==> config.mk <==
export PLATFORM = sky130hd
export DESIGN_NAME = spi_arbiter_flat
export DESIGN_NICKNAME = d
export VERILOG_FILES = /design/src/rtl/spi_arbiter_if.sv /design/src/rtl/spi_arbiter.sv /design/src/flat_wrapper.sv
export SDC_FILE = /design/constraint.sdc
export NUM_CORES = 1
export LEC_CHECK = 0
export CAP_MARGIN = 20
export CORE_ASPECT_RATIO = 0.7
export CORE_MARGIN = 5
export CORE_UTILIZATION = 25
export DETAILED_ROUTE_END_ITERATION = 8
export MAX_ROUTING_LAYER = met4
export REMOVE_ABC_BUFFERS = 1
export SLEW_MARGIN = 5
export SYNTH_ARGS = -nofsm -noshare
export SYNTH_HDL_FRONTEND = slang
export SYNTH_SLANG_ARGS = --single-unit
export TNS_END_PERCENT = 100
==> constraint.sdc <==
create_clock -name i_clock -period 4.55 [get_ports i_clock]
set_input_delay 0.455 -clock i_clock [delete_from_list [all_inputs] [get_ports i_clock]]
set_output_delay 0.455 -clock i_clock [all_outputs]
set_load 0.1 [all_outputs]
==> src/rtl/spi_arbiter_if.sv <==
// Bus bundle for the shared SPI arbiter: requester handshake side plus the
// serial lines to the peripherals. The arbiter uses the master modport; the
// requesters/peripheral side (or a bench) uses the slave modport.
interface spi_arbiter_if #(
    parameter int NUM_REQ    = 2,
    parameter int NUM_SLAVES = 3,
    parameter int TX_WIDTH   = 36,
    parameter int RX_WIDTH   = 16
);
    localparam int TGT_W = (NUM_SLAVES > 1) ? $clog2(NUM_SLAVES) : 1;
    localparam int LEN_W = $clog2(TX_WIDTH + 1);

    logic [NUM_REQ-1:0]                i_req;
    logic [NUM_REQ-1:0][TGT_W-1:0]     i_target;
    logic [NUM_REQ-1:0][TX_WIDTH-1:0]  i_tx_data;
    logic [NUM_REQ-1:0][LEN_W-1:0]     i_tx_len;
    logic [NUM_REQ-1:0]                o_grant;
    logic [NUM_REQ-1:0]                o_done;
    logic                              o_error;
    logic [RX_WIDTH-1:0]               o_rx_data;
    logic [NUM_SLAVES-1:0]             o_nss;
    logic                              o_mosi;
    logic                              i_miso;

    modport master (
        input  i_req, i_target, i_tx_data, i_tx_len, i_miso,
        output o_grant, o_done, o_error, o_rx_data, o_nss, o_mosi
    );

    modport slave (
        output i_req, i_target, i_tx_data, i_tx_len, i_miso,
        input  o_grant, o_done, o_error, o_rx_data, o_nss, o_mosi
    );
endinterface

==> src/rtl/spi_arbiter.sv <==
// Round-robin SPI master shared by several requesters. One owner at a time is
// granted; its packet is shifted out LSB first to the selected peripheral, a
// fixed-width response is shifted back in, and a done pulse returns the result.
module spi_arbiter #(
    parameter int NUM_REQ    = 2,
    parameter int NUM_SLAVES = 3,
    parameter int TX_WIDTH   = 36,
    parameter int RX_WIDTH   = 16,
    parameter int TIMEOUT    = 64
) (
    input  logic          i_clock,
    input  logic          i_reset,
    spi_arbiter_if.master bus
);
    localparam int PTR_W  = (NUM_REQ > 1) ? $clog2(NUM_REQ) : 1;
    localparam int TGT_W  = (NUM_SLAVES > 1) ? $clog2(NUM_SLAVES) : 1;
    localparam int LEN_W  = $clog2(TX_WIDTH + 1);
    localparam int RXC_W  = (RX_WIDTH > 1) ? $clog2(RX_WIDTH) : 1;
    localparam int WAIT_W = $clog2(TIMEOUT + 1);

    localparam logic [5:0] S_IDLE      = 6'b000001;
    localparam logic [5:0] S_SEND      = 6'b000010;
    localparam logic [5:0] S_SENDING   = 6'b000100;
    localparam logic [5:0] S_RECEIVE   = 6'b001000;
    localparam logic [5:0] S_RECEIVING = 6'b010000;
    localparam logic [5:0] S_DONE      = 6'b100000;

    logic [5:0]          state_q, state_d;
    logic [PTR_W-1:0]    ptr_q, ptr_d;
    logic [PTR_W-1:0]    owner_q, owner_d;
    logic [TGT_W-1:0]    target_q, target_d;
    logic [TX_WIDTH-1:0] data_q, data_d;
    logic [LEN_W-1:0]    len_q, len_d;
    logic [LEN_W-1:0]    bit_cnt_q, bit_cnt_d;
    logic [RXC_W-1:0]    rx_cnt_q, rx_cnt_d;
    logic [WAIT_W-1:0]   wait_q, wait_d;
    logic [RX_WIDTH-1:0] rx_shift_q, rx_shift_d;
    logic                err_q, err_d;
    logic [NUM_REQ-1:0]  grant_q, grant_d;
    logic [NUM_REQ-1:0]  done_q, done_d;
    logic                error_q, error_d;
    logic [RX_WIDTH-1:0] rx_data_q, rx_data_d;

    logic                pick_valid;
    logic [PTR_W-1:0]    pick_idx;
    logic [PTR_W:0]      cand;
    logic [TGT_W-1:0]    sel_target;
    logic [LEN_W-1:0]    sel_len;
    logic                sel_bad;
    logic [NUM_SLAVES-1:0] nss;
    logic                mosi;

    // Round-robin pick: first requester at or after the pointer, wrapping around.
    always_comb begin
        pick_valid = 1'b0;
        pick_idx   = '0;
        cand       = '0;
        for (int i = NUM_REQ - 1; i >= 0; i--) begin
            cand = {1'b0, ptr_q} + (PTR_W + 1)'(i);
            if (cand >= (PTR_W + 1)'(NUM_REQ)) begin
                cand = cand - (PTR_W + 1)'(NUM_REQ);
            end
            if (bus.i_req[cand[PTR_W-1:0]]) begin
                pick_valid = 1'b1;
                pick_idx   = cand[PTR_W-1:0];
            end
        end
        sel_target = bus.i_target[pick_idx];
        sel_len    = bus.i_tx_len[pick_idx];
        sel_bad    = (int'(sel_target) >= NUM_SLAVES) || (sel_len == '0) ||
                     (int'(sel_len) > TX_WIDTH);
    end

    // Transaction sequencer: grant, handshake, shift out, handshake, shift in, report.
    always_comb begin
        state_d    = state_q;
        ptr_d      = ptr_q;
        owner_d    = owner_q;
        target_d   = target_q;
        data_d     = data_q;
        len_d      = len_q;
        bit_cnt_d  = bit_cnt_q;
        rx_cnt_d   = rx_cnt_q;
        wait_d     = '0;
        rx_shift_d = rx_shift_q;
        err_d      = err_q;
        grant_d    = grant_q;
        done_d     = '0;
        error_d    = 1'b0;
        rx_data_d  = rx_data_q;
        case (state_q)
            S_IDLE: begin
                if (pick_valid) begin
                    owner_d    = pick_idx;
                    target_d   = sel_target;
                    data_d     = bus.i_tx_data[pick_idx];
                    len_d      = sel_len;
                    grant_d    = NUM_REQ'(1) << pick_idx;
                    rx_shift_d = '0;
                    bit_cnt_d  = '0;
                    rx_cnt_d   = '0;
                    err_d      = sel_bad;
                    state_d    = sel_bad ? S_DONE : S_SEND;
                end
            end
            S_SEND: begin
                if (!bus.i_miso) begin
                    state_d   = S_SENDING;
                    bit_cnt_d = '0;
                end else if (wait_q == WAIT_W'(TIMEOUT - 1)) begin
                    state_d    = S_DONE;
                    err_d      = 1'b1;
                    rx_shift_d = '0;
                end else begin
                    wait_d = wait_q + WAIT_W'(1);
                end
            end
            S_SENDING: begin
                bit_cnt_d = bit_cnt_q + LEN_W'(1);
                if (bit_cnt_q == len_q - LEN_W'(1)) begin
                    state_d = S_RECEIVE;
                end
            end
            S_RECEIVE: begin
                if (bus.i_miso) begin
                    state_d  = S_RECEIVING;
                    rx_cnt_d = '0;
                end else if (wait_q == WAIT_W'(TIMEOUT - 1)) begin
                    state_d    = S_DONE;
                    err_d      = 1'b1;
                    rx_shift_d = '0;
                end else begin
                    wait_d = wait_q + WAIT_W'(1);
                end
            end
            S_RECEIVING: begin
                rx_shift_d[rx_cnt_q] = bus.i_miso;
                rx_cnt_d = rx_cnt_q + RXC_W'(1);
                if (rx_cnt_q == RXC_W'(RX_WIDTH - 1)) begin
                    state_d = S_DONE;
                end
            end
            S_DONE: begin
                done_d    = NUM_REQ'(1) << owner_q;
                error_d   = err_q;
                rx_data_d = rx_shift_q;
                grant_d   = '0;
                ptr_d     = (owner_q == PTR_W'(NUM_REQ - 1)) ? '0 : owner_q + PTR_W'(1);
                state_d   = S_IDLE;
            end
            default: begin
                state_d = S_IDLE;
                grant_d = '0;
            end
        endcase
    end

    // Serial lines decode straight from state so a reset releases nss immediately.
    always_comb begin
        nss  = '1;
        mosi = 1'b0;
        if ((state_q == S_SEND) || (state_q == S_SENDING) ||
            (state_q == S_RECEIVE) || (state_q == S_RECEIVING)) begin
            nss = ~(NUM_SLAVES'(1) << target_q);
        end
        if (state_q == S_SEND) begin
            mosi = 1'b1;
        end else if (state_q == S_SENDING) begin
            mosi = data_q[bit_cnt_q];
        end
    end

    // State, counters and registered outputs; reset aborts any transaction.
    always_ff @(posedge i_clock or posedge i_reset) begin
        if (i_reset) begin
            state_q    <= S_IDLE;
            ptr_q      <= '0;
            owner_q    <= '0;
            target_q   <= '0;
            data_q     <= '0;
            len_q      <= '0;
            bit_cnt_q  <= '0;
            rx_cnt_q   <= '0;
            wait_q     <= '0;
            rx_shift_q <= '0;
            err_q      <= 1'b0;
            grant_q    <= '0;
            done_q     <= '0;
            error_q    <= 1'b0;
            rx_data_q  <= '0;
        end else begin
            state_q    <= state_d;
            ptr_q      <= ptr_d;
            owner_q    <= owner_d;
            target_q   <= target_d;
            data_q     <= data_d;
            len_q      <= len_d;
            bit_cnt_q  <= bit_cnt_d;
            rx_cnt_q   <= rx_cnt_d;
            wait_q     <= wait_d;
            rx_shift_q <= rx_shift_d;
            err_q      <= err_d;
            grant_q    <= grant_d;
            done_q     <= done_d;
            error_q    <= error_d;
            rx_data_q  <= rx_data_d;
        end
    end

    assign bus.o_grant   = grant_q;
    assign bus.o_done    = done_q;
    assign bus.o_error   = error_q;
    assign bus.o_rx_data = rx_data_q;
    assign bus.o_nss     = nss;
    assign bus.o_mosi    = mosi;
endmodule

==> src/flat_wrapper.sv <==
// flat-port wrapper written by rule: the top's interface ports become plain ports
module spi_arbiter_flat 
#(
    parameter int NUM_REQ    = 2,
    parameter int NUM_SLAVES = 3,
    parameter int TX_WIDTH   = 36,
    parameter int RX_WIDTH   = 16,
    parameter int TIMEOUT    = 64
)
  (i_clock, i_reset, bus_i_req, bus_i_target, bus_i_tx_data, bus_i_tx_len, bus_i_miso, bus_o_grant, bus_o_done, bus_o_error, bus_o_rx_data, bus_o_nss, bus_o_mosi);
  spi_arbiter_if #(.NUM_REQ(NUM_REQ), .NUM_SLAVES(NUM_SLAVES), .TX_WIDTH(TX_WIDTH), .RX_WIDTH(RX_WIDTH)) bus_i ();
  input  logic i_clock;
  input  logic i_reset;
  input wire logic [$bits(bus_i.i_req)-1:0] bus_i_req;
  input wire logic [$bits(bus_i.i_target)-1:0] bus_i_target;
  input wire logic [$bits(bus_i.i_tx_data)-1:0] bus_i_tx_data;
  input wire logic [$bits(bus_i.i_tx_len)-1:0] bus_i_tx_len;
  input wire logic [$bits(bus_i.i_miso)-1:0] bus_i_miso;
  output wire logic [$bits(bus_i.o_grant)-1:0] bus_o_grant;
  output wire logic [$bits(bus_i.o_done)-1:0] bus_o_done;
  output wire logic [$bits(bus_i.o_error)-1:0] bus_o_error;
  output wire logic [$bits(bus_i.o_rx_data)-1:0] bus_o_rx_data;
  output wire logic [$bits(bus_i.o_nss)-1:0] bus_o_nss;
  output wire logic [$bits(bus_i.o_mosi)-1:0] bus_o_mosi;
  assign bus_i.i_req = bus_i_req;
  assign bus_i.i_target = bus_i_target;
  assign bus_i.i_tx_data = bus_i_tx_data;
  assign bus_i.i_tx_len = bus_i_tx_len;
  assign bus_i.i_miso = bus_i_miso;
  assign bus_o_grant = bus_i.o_grant;
  assign bus_o_done = bus_i.o_done;
  assign bus_o_error = bus_i.o_error;
  assign bus_o_rx_data = bus_i.o_rx_data;
  assign bus_o_nss = bus_i.o_nss;
  assign bus_o_mosi = bus_i.o_mosi;
  spi_arbiter #(.NUM_REQ(NUM_REQ), .NUM_SLAVES(NUM_SLAVES), .TX_WIDTH(TX_WIDTH), .RX_WIDTH(RX_WIDTH), .TIMEOUT(TIMEOUT)) u_core (.i_clock(i_clock), .i_reset(i_reset), .bus(bus_i));
endmodule
==> results.txt, run 1 <==
----------------------------------------------------
[STA]
  Shortest period the worst path allows ... between 3000 and 4000 ps
  Final critical-path share of the clock period ... about four fifths
  Final count of negative-setup-slack endpoints ... 0
  Fmax achieved ... roughly 0.28 GHz
  Worst clock skew on the final layout ... 6.651 ps
  RSZ-0062 raised after global routing ... no
  Number of endpoints with negative hold slack in the final report ... 0
  Final count of pins violating max slew ... 0
  Worst-case headroom to the max-slew limit ... 30.77%
  Setup TNS after final layout ... 0 ps
  Worst slew pin tran ... 1035 ps
  Smallest hold slack ... 400.8 ps

[Synth]
  Sequential fraction of the synthesis area ... 48.74%
  Gate count of the mapped netlist ... 545
  Most instantiated flip-flop cell in the synthesis netlist ... sky130_fd_sc_hd__dfrtp_1
  Post-synthesis adder-cell area fraction ... 1.593%
  Xor/xnor cell area share of the yosys netlist ... 1.593%
  Register bit count reported by yosys ... 107
  Mapped Avg Cell Area ... 10.09 um2
  Synth Cell Area ... 5497 um2
  Share of the synthesized area in the top cell type ... 48.26%
  Count of different cell masters after synthesis ... 59
  Number of flops mapped to enable cells by yosys ... 0
  Compound-gate portion of the synthesized area ... 14.11%
  Main combinational cell family by area after synthesis ... multiplexers
  Proportion of register bits with asynchronous set or reset after synthesis ... 100.0%
  Cell taking the most area after synthesis ... sky130_fd_sc_hd__dfrtp_1
  Yosys warns ... 0
  Simple-gate share of the synthesized area ... 15.32%
  Mux contribution to synthesized area ... 15.52%
  Cells taking the most area after synthesis ... sky130_fd_sc_hd__dfrtp_1, sky130_fd_sc_hd__mux2i_1, sky130_fd_sc_hd__a21oi_1

[Clock tree]
  Number of buffers between clock root and the deepest sink ... 2
  Clock-pin slew on the worst setup and hold paths ... 70 ps
  Latest clock arrival within the worst-skew pair ... roughly 350 ps
  CTS tree ... done
  Cell chosen for the clock root ... sky130_fd_sc_hd__clkbuf_16
  CTS resizes ... 0
  Clock sinks ... about 110
  Postcts setup bufs ... 0
  CTS hold repair buffers ... 0
  Max H-tree Level ... 3
  Number of clock buffers inserted by TritonCTS ... 9

[Global route]
  Remaining global-route overflow ... 0
  Global Route Usage Sum ... 11.08%
  Vias in the first global route ... 4,243
  Initial antenna violation count ... 0
  Maximum number of pins on one net before global-route repair ... 92
  Wire length of the first global-routing pass ... 21,980 um

[Cells and area]
  Layout cell share with drive strength beyond 1 ... slightly below 9%
  Diodes inserted ... 0
  Layout filler cell count ... 2,179
  Layout net count ... 747
  Area added between synthesis and finish ... 32.76%

[Floorplan]
  Vertical extent of the die ... 134.1 um
  Standard-cell row count ... 45
  Core area ... roughly 22,000 um2
  Die Span X ... roughly 190 um
  Initial Utilization ... 25.36%
  Count of pins on the block boundary ... 118
  Floorplan die area ... about 25,000 um2

[Placed design]
  Gp weighted congestion ... 0.8375
  Number of port buffers ... 117
  Sum of net half-perimeters after detailed placement ... between 9000 and 10,000 um

[Routing]
  Number of nets with antenna violations after routing ... 0
  Vias per std cell ... 4.660
  First-pass iteration count of the detailed router ... 4
  Wire length per cell after detailed routing ... 14.44 um
  Total detailed-routing wirelength ... roughly 13,000 um
  Post-detailed-route DRC marker count ... 0
  Number of violations reported at the end of detailed-routing iteration 0 ... between 200 and 250
  Via total after detailed routing ... 4,348

[Power]
  Switching component of the power ... 1.365 mW
  Switching portion of total power ... 37.67%
  Clock Power Share ... between 20% and 30%
  Power Total ... 3.624 mW
  Power Internal ... 2.259 mW
  Areal power density over the cells ... ~500 nW/um2
  Leak Pwr ... 3.265 nW
  Sequential share of power ... around two fifths
  Peak supply drop ... 313.0 uV
  Combinational power share ... 38.4%

[Setup path]
  Startpoint Class ... register
  Critical path required time ... 4090 ps
  CP Max Fanout ... 9
  Setup slack on the worst flop-to-flop path ... roughly 1900 ps
  Setup CP Type ... register to output pin
  Critical Path Sink Type ... output pin
  CP arrival ... 3150 ps

[Job]
  Number of violations of the max-capacitance limit ... 0

[Status]
  Outcome ... finished, final reports clean

[Min path]
  Path category of the worst min-delay check ... primary input to asynchronous set/reset pin

----------------------------------------------------
==> cell usage after synthesis, drive strengths merged, types with 2 or more instances <==
| cell type | n |
|---|---|
| a31oi | 8 |
| a21oi | 60 |
| a22o | 3 |
| o22ai | 2 |
| nand4 | 2 |
| mux2i | 47 |
| buf | 11 |
| a21boi | 3 |
| xnor2 | 5 |
| mux2 | 16 |
| a22oi | 2 |
| o31ai | 3 |
| o21ai | 37 |
| nor3 | 5 |
| and2 | 4 |
| o211ai | 3 |
| nor2 | 70 |
| clkbuf | 20 |
| or3 | 2 |
| dfrtp | 106 |
| xor2 | 5 |
| inv | 9 |
| nand3 | 18 |
| nor2b | 7 |
| nand2 | 43 |
| and4b | 2 |
| nand4b | 2 |
| and3 | 10 |
| nor4 | 3 |
| ha | 7 |
| mux4 | 9 |
| or3b | 3 |
| or4 | 2 |
==> routing by layer <==
layer	wire length [um]	share of wire [%]	global-route usage, %	up-vias
li1	-	-	-	2165
met1	7283	54	16.55	2081
met2	5532	41	15.01	94
met3	532	3.9	2.758	8
met4	123	0.91	2.463	0
met5	0	0	-	-
==> sequential cells by signal (all words and copies together) (netlist names), 4 cells and up <==
register / count
u_core.bit_cnt_q: 6
u_core.bus.o_rx_data: 16
u_core.data_q: 36
u_core.len_q: 6
u_core.rx_cnt_q: 4
u_core.rx_shift_q: 16
u_core.state_q: 6
u_core.wait_q: 7
==> critical path: stages (launching register included) <==
cell and delay [ps]:
sky130_fd_sc_hd__dfrtp_1 510, sky130_fd_sc_hd__xor2_1 190, sky130_fd_sc_hd__o21ai_0 90, sky130_fd_sc_hd__a2bb2oi_1 140, sky130_fd_sc_hd__or3_1 400, sky130_fd_sc_hd__or3b_2 490, sky130_fd_sc_hd__clkdlybuf4s50_1 980
==> metrics by stage <==
step	instances	area (um2)	worst slack [ps]	utilization (%)
3_3_place_gp	916	6937	1395	32.00
6_report	933	7297	942.0	33.66
5_1_grt	933	7297	838.2	33.66
2_1_floorplan	514	5359	180.5	-
4_1_cts	932	7269	941.0	33.54
3_5_place_dp	917	6952	1355	32.07
==> path summary, 6_finish.rpt <==
kind                                   startpoint                      end  depth (start not counted)
worst max-delay path            u_core.state_q[4]             bus_o_nss[2]                          6
worst min-delay path                      i_reset       u_core.target_q[0]                          2
worst max register to register  u_core.state_q[1]    u_core.rx_shift_q[15]                          6
worst min register to register     u_core.owner_q     u_core.bus.o_done[0]                          1
max in group asynchronous                 i_reset  u_core.bus.o_rx_data[2]                          3
min in group i_clock               u_core.owner_q     u_core.bus.o_done[0]                          1
==> area by class of cell <==
| class | count | area [um2] | share of cell area [%] |
|---|---|---|---|
| sequential | 107 | 2679 | 36.71 |
| inverter | 9 | 36.28 | 0.4973 |
| tap | 282 | 352.8 | 4.835 |
| clock inverter | 4 | 75.07 | 1.029 |
| multi-input combinational | 398 | 2665 | 36.52 |
| clock buffer | 11 | 242.7 | 3.326 |
| timing repair buffer | 122 | 1246 | 17.08 |
==> power by group through the flow <==
stage / Combinational [mW] / Clock, mW / Sequential [mW]
after detailed placement: 1.41 / 0 / 1.40
final: 1.39 / 0.845 / 1.39
after global routing: 1.57 / 0.915 / 1.42
after global placement: 1.38 / 0 / 1.41
after CTS: 1.41 / 0.877 / 1.39
after floorplan: 1.01 / 0 / 1.41
==> cell usage in the layout, fill, tap and decap left out, types with 3 or more instances in the layout <==
cell type                         netlist  routed
sky130_fd_sc_hd__clkdlybuf4s50_1        0     116
sky130_fd_sc_hd__dfrtp_1              106     106
sky130_fd_sc_hd__nor2_1                70      69
sky130_fd_sc_hd__a21oi_1               60      60
sky130_fd_sc_hd__mux2i_1               47      47
sky130_fd_sc_hd__nand2_1               43      43
sky130_fd_sc_hd__nand3_1               18      18
sky130_fd_sc_hd__o21ai_0               18      18
sky130_fd_sc_hd__mux2_2                16      16
sky130_fd_sc_hd__o21ai_1               17      16
sky130_fd_sc_hd__and3_1                10      10
sky130_fd_sc_hd__mux4_2                 9       9
sky130_fd_sc_hd__clkbuf_16              0       9
sky130_fd_sc_hd__a31oi_1                8       8
sky130_fd_sc_hd__inv_1                  9       8
sky130_fd_sc_hd__nor2b_1                7       7
sky130_fd_sc_hd__ha_1                   7       7
sky130_fd_sc_hd__xor2_1                 5       5
sky130_fd_sc_hd__xnor2_1                5       5
sky130_fd_sc_hd__nor3_1                 4       4
sky130_fd_sc_hd__and2_1                 4       4
sky130_fd_sc_hd__o31ai_1                3       3
sky130_fd_sc_hd__o211ai_1               3       3
sky130_fd_sc_hd__a22o_1                 3       3
sky130_fd_sc_hd__buf_4                  0       3
==> logic make-up after synthesis <==
family,count (synthesis)
AO/OA/AOI/OAI,132
XOR/XNOR,10
adder cells (fa/ha/maj),7
buffers and inverters,40
flip-flops,107
multiplexers,72
AND/OR/NAND/NOR,177
Note: power is estimated with default switching activity, not from simulation.
==> run 2, diff against run 1 <==
- clock period: 4.55 -> 3 ns (I/O delays scaled with it)
==> run 2 against run 1 <==
  * Largest power group is now combinational cells
  * Sequential cell count unchanged
  * Clock skew up 3.6 ps
  * Critical path depth unchanged
  * Largest cell class unchanged
  * Worst setup slack worse by 660 ps
  * Clock power up 43%
  * Hold slack better by 2.6 ps
  * Sequential power up 51%
==> results.txt, run 2 (synthesis results as in run 1) <==
----------------------------------------------------
[Status]
  Outcome ... finished, final reports clean

[Setup path]
  Critical path required time ... 2700 ps
  Setup CP Type ... register to output pin
  Largest stage delay on the critical path ... a little under 500 ps
  Cells traversed along the worst timing path ... o21ai_0 > o21ai_0 > a2bb2oi_1 > or3_1 > or3b_2 > buf_4
  Gate family responsible for the most delay along the worst path ... simple AND/OR/NAND/NOR gates
  CP Max Fanout ... 9
  Worst path slowest cell ... sky130_fd_sc_hd__or3b_2
  Startpoint Class ... register
  Worst path buffer plus inverter count ... 1
  CP arrival ... 2420 ps
  Most common cell type on the critical path ... sky130_fd_sc_hd__o21ai_0
  Critical Path Sink Type ... output pin

[Job]
  Number of violations of the max-capacitance limit ... 0

[Cells and area]
  Layout cell share with drive strength beyond 1 ... 13.41%
  Commonest non-fill, non-tap cell in the layout ... sky130_fd_sc_hd__dfrtp_1
  Largest Register ... u_core.data_q
  Area added between synthesis and finish ... 32.16%
  Leading cell types in the layout, fill and taps excluded ... sky130_fd_sc_hd__dfrtp_1, sky130_fd_sc_hd__clkdlybuf4s50_1, sky130_fd_sc_hd__nor2_1, sky130_fd_sc_hd__a21oi_1, sky130_fd_sc_hd__mux2i_1
  Flip-flop count of the largest register, all copies and words added ... 36
  Non-filler cells, final ... 938
  Final Instance Area ... 7264 um2
  Diodes inserted ... 0
  Layout net count ... 751
  Final design utilization ... between 30% and 40%

[STA]
  Shortest period the worst path allows ... 2721 ps
  Worst-case headroom to the max-slew limit ... 51.72%
  Setup slack after layout ... 278.8 ps
  Number of endpoints with negative hold slack in the final report ... 0
  Final count of pins violating max slew ... 0
  Setup TNS after final layout ... 0 ps
  Smallest hold slack ... 403.4 ps
  Worst slew pin tran ... a little over 700 ps
  RSZ-0062 raised after global routing ... no
  Final count of negative-setup-slack endpoints ... 0
  Worst clock skew on the final layout ... 10.29 ps
  Final critical-path share of the clock period ... between 90 and 100%
  Fmax achieved ... 0.3675 GHz

[Power]
  Power Total ... 5.480 mW
  Peak supply drop ... ~460 uV
  Leak Pwr ... 3.314 nW
  Areal power density over the cells ... 754.4 nW/um2

[Placed design]
  Cells after DPL ... 922
  Pre-CTS setup slack ... 554.1 ps
  Post-placement cell area ... 6959 um2
  Number of port buffers ... 117
  Sum of net half-perimeters after detailed placement ... 9901 um
  Gp weighted congestion ... 0.8092

[Routing]
  Number of violations reported at the end of detailed-routing iteration 0 ... between 200 and 300
  Post-detailed-route DRC marker count ... 0
  Vias per std cell ... 4.583
  Via total after detailed routing ... 4,299
  Total detailed-routing wirelength ... 13,350 um
  Number of nets with antenna violations after routing ... 0
  Wire length per cell after detailed routing ... 14.23 um
  First-pass iteration count of the detailed router ... 4

[Clock tree]
  Number of buffers between clock root and the deepest sink ... 2
  Number of clock buffers inserted by TritonCTS ... 9
  Cell chosen for the clock root ... sky130_fd_sc_hd__clkbuf_16
  Postcts setup bufs ... 0
  Max H-tree Level ... 3
  Clock-pin slew on the worst setup and hold paths ... 70 ps
  CTS tree ... done
  Clock sinks ... 107
  Latest clock arrival within the worst-skew pair ... around 360 ps

[Global route]
  Vias in the first global route ... 4,221
  Maximum number of pins on one net before global-route repair ... 86
  Remaining global-route overflow ... 0
  Initial antenna violation count ... 0
  Wire length of the first global-routing pass ... around 22,000 um
  Global Route Usage Sum ... 11.21%

[Floorplan]
  Core area ... ~22,000 um2
  Floorplan die area ... approximately 25,000 um2
  Standard-cell row count ... 45
  Die Span X ... about 190 um
  Vertical extent of the die ... approximately 130 um
  Count of pins on the block boundary ... 118
  Initial Utilization ... 25.36%

[Min path]
  Path category of the worst min-delay check ... primary input to asynchronous set/reset pin

----------------------------------------------------
-- run 2: power breakdown --
| part | switching, mW | leakage, nW | internal, mW |
|---|---|---|---|
| sequential | 0.276 | 1.35 | 1.82 |
| clock | 0.540 | 0.138 | 0.673 |
| combinational | 1.28 | 1.83 | 0.887 |
-- run 2: final timing paths --
kind | slack [ps] | to | startpoint | cells past startpoint
min | 400 | u_core.target_q[1] | i_reset | 2
max in group asynchronous | 1920 | u_core.rx_shift_q[3] | i_reset | 3
max reg2reg | 710 | u_core.state_q[1] | u_core.state_q[4] | 6
min in group i_clock | 430 | u_core.bus.o_done[0] | u_core.owner_q | 1
max | 280 | bus_o_nss[2] | u_core.state_q[4] | 6
min reg2reg | 430 | u_core.bus.o_done[0] | u_core.owner_q | 1
-- run 2: per-layer routing --
metal	vias to the layer above	share of wire, %	GRT usage (%)
met5	-	0	-
met4	0	0.97	2.709
met3	6	4.8	3.018
met2	104	41	14.93
met1	2021	53	16.70
li1	2168	-	-
-- run 2: repair_timing --
| action | in CTS | in global routing |
|---|---|---|
| gates resized for setup | 0 | 1 |
| endpoints found under the setup margin | 0 | 1 |
| hold buffers | 0 | 0 |
-- run 2: cell type report --
class	instances	area, um2
fill	2155	14410
sequential	107	2680
multi-input combinational	398	2665
timing repair buffer	126	1226
tap	282	352.8
clock buffer	11	242.7
clock inverter	5	61.31
inverter	9	36.28
